`config.mk`:
```
export PLATFORM = sky130hd
export DESIGN_NAME = flag_fifo_flat
export DESIGN_NICKNAME = d
export VERILOG_FILES = /design/src/rtl/flag_fifo_pkg.sv /design/src/rtl/flag_fifo_if.sv /design/src/rtl/fifo_sdp_ram.sv /design/src/rtl/flag_fifo.sv /design/src/flat_wrapper.sv
export SDC_FILE = /design/constraint.sdc
export NUM_CORES = 1
export LEC_CHECK = 0
export BUFFER_PORTS_ARGS = -buffer_cell sky130_fd_sc_hd__buf_2
export CORE_MARGIN = 2
export CORE_UTILIZATION = 50
export CTS_CLUSTER_SIZE = 28
export DETAILED_ROUTE_END_ITERATION = 10
export HOLD_SLACK_MARGIN = 0.12
export PLACE_DENSITY = 0.76
export SETUP_SLACK_MARGIN = 0.3
export SYNTH_ARGS = -nofsm -noshare
export SYNTH_HDL_FRONTEND = slang
export SYNTH_SLANG_ARGS = --single-unit
export TNS_END_PERCENT = 50
```
`constraint.sdc`:
```
create_clock -name clk -period 4.5 [get_ports clk]
set_input_delay 0.225 -clock clk [delete_from_list [all_inputs] [get_ports clk]]
set_output_delay 0.225 -clock clk [all_outputs]
set_load 0.01 [all_outputs]
```
`src/rtl/flag_fifo_pkg.sv`:
```
// Shared constants and helpers for the flag FIFO and its storage.
package flag_fifo_pkg;

  localparam bit FIFO_SHOWAHEAD = 1'b1;
  localparam bit FIFO_NORMAL    = 1'b0;

  function automatic int unsigned fifo_depth(input int unsigned widthu);
    return 32'd1 << widthu;
  endfunction

endpackage

```
`src/rtl/flag_fifo_if.sv`:
```
// Producer/consumer-facing bundle of the flag FIFO; master drives requests, slave is the FIFO.
interface flag_fifo_if #(
  parameter int unsigned WIDTH  = 8,
  parameter int unsigned WIDTHU = 4
);

  logic              sclr;
  logic              err_clr;
  logic              wrreq;
  logic [WIDTH-1:0]  data;
  logic              rdreq;
  logic [WIDTH-1:0]  q;
  logic              empty;
  logic              full;
  logic              almost_full;
  logic              almost_empty;
  logic [WIDTHU:0]   usedw;
  logic              overflow;
  logic              underflow;

  modport master (
    output sclr, err_clr, wrreq, data, rdreq,
    input  q, empty, full, almost_full, almost_empty, usedw, overflow, underflow
  );

  modport slave (
    input  sclr, err_clr, wrreq, data, rdreq,
    output q, empty, full, almost_full, almost_empty, usedw, overflow, underflow
  );

endinterface

```
`src/rtl/fifo_sdp_ram.sv`:
```
// Simple dual-port RAM: synchronous write, read port asynchronous (show-ahead) or registered.
module fifo_sdp_ram
  import flag_fifo_pkg::*;
#(
  parameter int unsigned WIDTH     = 8,
  parameter int unsigned WIDTHU    = 4,
  parameter bit          SHOWAHEAD = FIFO_SHOWAHEAD
) (
  input  logic              clk_i,
  input  logic              we_i,
  input  logic [WIDTHU-1:0] waddr_i,
  input  logic [WIDTH-1:0]  wdata_i,
  input  logic              re_i,
  input  logic              rclr_i,
  input  logic [WIDTHU-1:0] raddr_i,
  output logic [WIDTH-1:0]  rdata_o
);

  localparam int unsigned DEPTH = fifo_depth(WIDTHU);

  logic [WIDTH-1:0] mem_q [DEPTH];

  always_ff @(posedge clk_i) begin
    if (we_i) begin
      mem_q[waddr_i] <= wdata_i;
    end
  end

  if (SHOWAHEAD == FIFO_NORMAL) begin : g_reg
    logic [WIDTH-1:0] rdata_q;

    // Output register is cleared with the FIFO; the array itself is not.
    always_ff @(posedge clk_i) begin
      if (rclr_i) begin
        rdata_q <= '0;
      end else if (re_i) begin
        rdata_q <= mem_q[raddr_i];
      end
    end

    assign rdata_o = rdata_q;
  end else begin : g_async
    logic unused_rd_ctrl;
    assign unused_rd_ctrl = re_i ^ rclr_i;
    assign rdata_o        = mem_q[raddr_i];
  end

endmodule

```
`src/rtl/flag_fifo.sv`:
```
// Single-clock FIFO with occupancy count, almost flags and sticky overflow/underflow errors.
module flag_fifo
  import flag_fifo_pkg::*;
#(
  parameter int unsigned WIDTH     = 8,
  parameter int unsigned WIDTHU    = 4,
  parameter int unsigned AF_LEVEL  = fifo_depth(WIDTHU) - 1,
  parameter int unsigned AE_LEVEL  = 1,
  parameter bit          SHOWAHEAD = FIFO_SHOWAHEAD
) (
  input logic        clk,
  input logic        rst_n,
  flag_fifo_if.slave bus
);

  localparam int unsigned DEPTH = fifo_depth(WIDTHU);
  localparam logic [WIDTHU:0] DepthCnt = (WIDTHU + 1)'(DEPTH);
  localparam logic [WIDTHU:0] AfCnt    = (WIDTHU + 1)'(AF_LEVEL);
  localparam logic [WIDTHU:0] AeCnt    = (WIDTHU + 1)'(AE_LEVEL);

  logic [WIDTHU-1:0] wr_ptr_q, wr_ptr_d;
  logic [WIDTHU-1:0] rd_ptr_q, rd_ptr_d;
  logic [WIDTHU:0]   usedw_q, usedw_d;
  logic              empty_q, empty_d;
  logic              full_q, full_d;
  logic              afull_q, afull_d;
  logic              aempty_q, aempty_d;
  logic              ovf_q, ovf_d;
  logic              unf_q, unf_d;
  logic              rd_ok, wr_ok, clr;

  assign clr   = ~rst_n | bus.sclr;
  assign rd_ok = bus.rdreq & ~empty_q;
  // A full FIFO still takes a write when a read frees a slot in the same cycle.
  assign wr_ok = bus.wrreq & (~full_q | rd_ok);

  always_comb begin
    wr_ptr_d = wr_ptr_q;
    rd_ptr_d = rd_ptr_q;
    usedw_d  = usedw_q;
    ovf_d    = ovf_q;
    unf_d    = unf_q;
    if (bus.sclr) begin
      wr_ptr_d = '0;
      rd_ptr_d = '0;
      usedw_d  = '0;
      ovf_d    = 1'b0;
      unf_d    = 1'b0;
    end else begin
      if (wr_ok) wr_ptr_d = wr_ptr_q + 1'b1;
      if (rd_ok) rd_ptr_d = rd_ptr_q + 1'b1;
      if (wr_ok && !rd_ok) begin
        usedw_d = usedw_q + 1'b1;
      end else if (rd_ok && !wr_ok) begin
        usedw_d = usedw_q - 1'b1;
      end
      if (bus.err_clr) begin
        ovf_d = 1'b0;
        unf_d = 1'b0;
      end
      // Set events are applied after the clear so they win a same-cycle err_clr.
      if (bus.wrreq && !wr_ok) ovf_d = 1'b1;
      if (bus.rdreq && empty_q && !bus.wrreq) unf_d = 1'b1;
    end
    empty_d  = (usedw_d == '0);
    full_d   = (usedw_d == DepthCnt);
    afull_d  = (usedw_d >= AfCnt);
    aempty_d = (usedw_d <= AeCnt);
  end

  always_ff @(posedge clk) begin
    if (!rst_n) begin
      wr_ptr_q <= '0;
      rd_ptr_q <= '0;
      usedw_q  <= '0;
      empty_q  <= 1'b1;
      full_q   <= 1'b0;
      afull_q  <= 1'b0;
      aempty_q <= 1'b1;
      ovf_q    <= 1'b0;
      unf_q    <= 1'b0;
    end else begin
      wr_ptr_q <= wr_ptr_d;
      rd_ptr_q <= rd_ptr_d;
      usedw_q  <= usedw_d;
      empty_q  <= empty_d;
      full_q   <= full_d;
      afull_q  <= afull_d;
      aempty_q <= aempty_d;
      ovf_q    <= ovf_d;
      unf_q    <= unf_d;
    end
  end

  fifo_sdp_ram #(
    .WIDTH    (WIDTH),
    .WIDTHU   (WIDTHU),
    .SHOWAHEAD(SHOWAHEAD)
  ) u_ram (
    .clk_i  (clk),
    .we_i   (wr_ok & ~clr),
    .waddr_i(wr_ptr_q),
    .wdata_i(bus.data),
    .re_i   (rd_ok & ~clr),
    .rclr_i (clr),
    .raddr_i(rd_ptr_q),
    .rdata_o(bus.q)
  );

  assign bus.empty        = empty_q;
  assign bus.full         = full_q;
  assign bus.almost_full  = afull_q;
  assign bus.almost_empty = aempty_q;
  assign bus.usedw        = usedw_q;
  assign bus.overflow     = ovf_q;
  assign bus.underflow    = unf_q;

endmodule

```
`src/flat_wrapper.sv`:
```
// flat-port wrapper written by rule: the top's interface ports become plain ports
module flag_fifo_flat import flag_fifo_pkg::*;
#(
  parameter int unsigned WIDTH     = 8,
  parameter int unsigned WIDTHU    = 4,
  parameter int unsigned AF_LEVEL  = fifo_depth(WIDTHU) - 1,
  parameter int unsigned AE_LEVEL  = 1,
  parameter bit          SHOWAHEAD = FIFO_SHOWAHEAD
)
  (clk, rst_n, bus_sclr, bus_err_clr, bus_wrreq, bus_data, bus_rdreq, bus_q, bus_empty, bus_full, bus_almost_full, bus_almost_empty, bus_usedw, bus_overflow, bus_underflow);
  flag_fifo_if #(.WIDTH(WIDTH), .WIDTHU(WIDTHU)) bus_i ();
  input logic clk;
  input logic rst_n;
  input wire logic [$bits(bus_i.sclr)-1:0] bus_sclr;
  input wire logic [$bits(bus_i.err_clr)-1:0] bus_err_clr;
  input wire logic [$bits(bus_i.wrreq)-1:0] bus_wrreq;
  input wire logic [$bits(bus_i.data)-1:0] bus_data;
  input wire logic [$bits(bus_i.rdreq)-1:0] bus_rdreq;
  output wire logic [$bits(bus_i.q)-1:0] bus_q;
  output wire logic [$bits(bus_i.empty)-1:0] bus_empty;
  output wire logic [$bits(bus_i.full)-1:0] bus_full;
  output wire logic [$bits(bus_i.almost_full)-1:0] bus_almost_full;
  output wire logic [$bits(bus_i.almost_empty)-1:0] bus_almost_empty;
  output wire logic [$bits(bus_i.usedw)-1:0] bus_usedw;
  output wire logic [$bits(bus_i.overflow)-1:0] bus_overflow;
  output wire logic [$bits(bus_i.underflow)-1:0] bus_underflow;
  assign bus_i.sclr = bus_sclr;
  assign bus_i.err_clr = bus_err_clr;
  assign bus_i.wrreq = bus_wrreq;
  assign bus_i.data = bus_data;
  assign bus_i.rdreq = bus_rdreq;
  assign bus_q = bus_i.q;
  assign bus_empty = bus_i.empty;
  assign bus_full = bus_i.full;
  assign bus_almost_full = bus_i.almost_full;
  assign bus_almost_empty = bus_i.almost_empty;
  assign bus_usedw = bus_i.usedw;
  assign bus_overflow = bus_i.overflow;
  assign bus_underflow = bus_i.underflow;
  flag_fifo #(.WIDTH(WIDTH), .WIDTHU(WIDTHU), .AF_LEVEL(AF_LEVEL), .AE_LEVEL(AE_LEVEL), .SHOWAHEAD(SHOWAHEAD)) u_core (.clk(clk), .rst_n(rst_n), .bus(bus_i));
endmodule
```
==> run metrics <==
wire per inst 22.2 um; Post-Syn Nets 333; RePlAce Congestion 0.819; max_slew headroom 24.3%; area grow syn2layout 14.8%; flops & latches, synth 151; clk_lat worst skew 0.41 ns; Max clock buf depth 2; Buffers on Ports 32; # setup viols final 0; Critical Path AT 2.83 ns; number of synthesized flops with an enable pin 128; RSZ-0062 raised after global routing false; cts hold-fix bufs 1; DRT iter0 DRCs 327; worst flop-to-flop path endpoint u_core.u_ram.mem_q[1][3]; Via density 5.71; Reg-to-Reg Start u_core.bus.empty; Core Util, Final 59.2%; R2R cell count 4; core area 0.0115 mm^2; CTS resizes 0; Slew Limit Fails 0; cells after synthesis 312; # H-tree levels 4; wirelength, routed 11300 um; R2R Setup Slk 1.83 ns; Placed Cells 478; CTS sink cnt 151; Die Ht 113 um; Endpoint, Worst Hold u_core.bus.overflow; Tcrit/Tclk final 68.0%; Residual DRC 2; Req. time, crit path 4.28 ns; CTS root buf clkbuf_16; initial antenna violation count 0; Tot Pwr 2970 uW; Async SR Flop Fraction 0%; Hold Crit Class input pin to flop; minimum clock period 3.06 ns; HPWL Detailed 6920 um; DRT Pass-1 Iters 10; failing checks DRC; sw frac 20.3%; commonest non-fill, non-tap cell in the layout edfxtp_1; CTS clock-pin slew for the worst setup and hold paths 0.06 ns; WS Path Type flop to primary output; Peak VDD IR 0.267 mV; Psw 603 uW; Area after DPL 0.00624 mm^2; Antenna Violating Nets Remaining 0; Post-Layout Inst Area 0.00681 mm^2; Synth cell types 34; leakage power 0.00224 uW; Fmax 327 MHz; largest net degree at the start of global routing 33; Initial Util 51.5%; Mapped Area 0.00593 mm^2; num rows 39; grt ovf 0; io pins 33; die area 0.0128 mm^2; Inserted Diodes 0; Hold Path Depth 4; register area share after synthesis 72.5%; share of post-route cells with drive strength above 1 29.9%; Setup crit end kind primary output; clk_skew 0.00709 ns; Max Cap Violations 0; total CTS buffers 17; first-pass GRT wire length 17500 um; post-synthesis average cell area 19.0 um^2; all-layer global routing usage 19.5%; pwr/cell area 436 mW/mm^2; Logic pwr share 3.0%; area of the multi-input gates 0.00155 mm^2; routed via count 2918; Fin Setup TNS 0 ns; # fillers 819; Syn. warnings 0; Pint 2370 uW; crit-path max FO 32; clock share of power 45.5%; Hold Vio Cnt, Final 0; Die X 113 um; fin cells 511; total setup buffers inserted after CTS 0; Slew @ Worst Pin 1.14 ns; Post-synth top flop edfxtp_1; Hold Crit Start bus_err_clr; most frequent cells in the layout 128 x edfxtp_1, 40 x mux4_2, 35 x nor2_1, 32 x buf_2, 22 x dfxtp_1; nets 376; sequential power share 51.5%; vias in the first global route 2994; crit start category flop; TritonCTS clock tree done; status complete, but fails checks; register area 0.00431 mm^2
## flip-flops by register name, summed over array words and instances, names as in the netlist, named ones only
| name | flops |
|---|---|
| u_core.bus.almost_empty | 1 |
| u_core.bus.almost_full | 1 |
| u_core.bus.empty | 1 |
| u_core.bus.full | 1 |
| u_core.bus.overflow | 1 |
| u_core.bus.underflow | 1 |
| u_core.bus.usedw | 5 |
| u_core.rd_ptr_q | 4 |
| u_core.u_ram.mem_q | 128 |
| u_core.wr_ptr_q | 4 |
## worst max-delay path: stages (launching register included)
cell     delay [ns]
dfxtp_2        1.08
buf_4          0.25
mux4_2         0.48
mux4_2         0.46
buf_2          0.15
## worst max-delay path by stage
stage | end | slack (ns) | depth (start not counted)
final | bus_q[0] | 1.44 | 4
after global placement | bus_q[0] | 1.82 | 4
after global routing | bus_q[0] | 1.20 | 4
after floorplan | bus_q[0] | 2.44 | 4
after CTS | bus_q[0] | 1.31 | 4
after detailed placement | bus_q[0] | 1.77 | 4
## Yosys cell counts (2+ instances only)
master      n  area share, %
nor2_1     35            2.2
nor2b_1     3           0.32
buf_2       4           0.34
a21oi_1     5           0.42
ha_1        7            1.5
dfxtp_1    23            7.8
xnor2_1     4           0.59
mux4_2     40             15
a21o_1      2           0.25
clkbuf_1    5           0.32
inv_1      10           0.63
nand2_1    12           0.76
edfxtp_1  128             65
nand3_1     3           0.25
and2_1      2           0.21
nand4_1     2           0.21
buf_1       2           0.13
a32oi_1     3           0.44
xor2_1      7            1.0
## layout make-up
cell class,count,share of cell area (%)
clock buffer,18,6.30
timing repair buffer,35,2.72
multi-input combinational,140,22.7
clock inverter,14,1.95
sequential,151,63.2
tap,143,2.63
inverter,10,0.551
## power by group through the flow
stage | clock (uW) | combinational [uW] | sequential [uW]
floorplan | 0 | 51.2 | 1560
global placement | 0 | 82.8 | 1560
detailed placement | 0 | 86.5 | 1560
CTS | 1360 | 88.4 | 1530
global route | 1430 | 97.9 | 1530
finish | 1350 | 88.8 | 1530
## logic make-up after synthesis
family | Yosys count | synth area share (%)
AO/OA/AOI/OAI | 16 | 2.32
flip-flops | 151 | 72.5
buffers and inverters | 21 | 1.41
multiplexers | 40 | 15.2
adder cells (fa/ha/maj) | 7 | 1.48
AND/OR/NAND/NOR | 66 | 5.44
XOR/XNOR | 11 | 1.62
## routing by layer
| metal | vias up | GRT usage, % | share of wire, % |
|---|---|---|---|
| li1 | 1323 | - | - |
| met3 | 9 | 4.66 | 5.9 |
| met2 | 89 | 30.8 | 51 |
| met5 | - | 0 | 0 |
| met4 | 0 | 8.78 | 1.1 |
| met1 | 1497 | 26.0 | 42 |
## stage by stage
step | hold slack (ns) | setup slack [ns]
floorplan | 0.324 | 2.44
global placement | 0.455 | 1.82
detailed placement | 0.460 | 1.77
CTS | 0.124 | 1.31
global route | 0.164 | 1.20
finish | 0.142 | 1.44
Note: power is estimated with default switching activity, not from simulation.
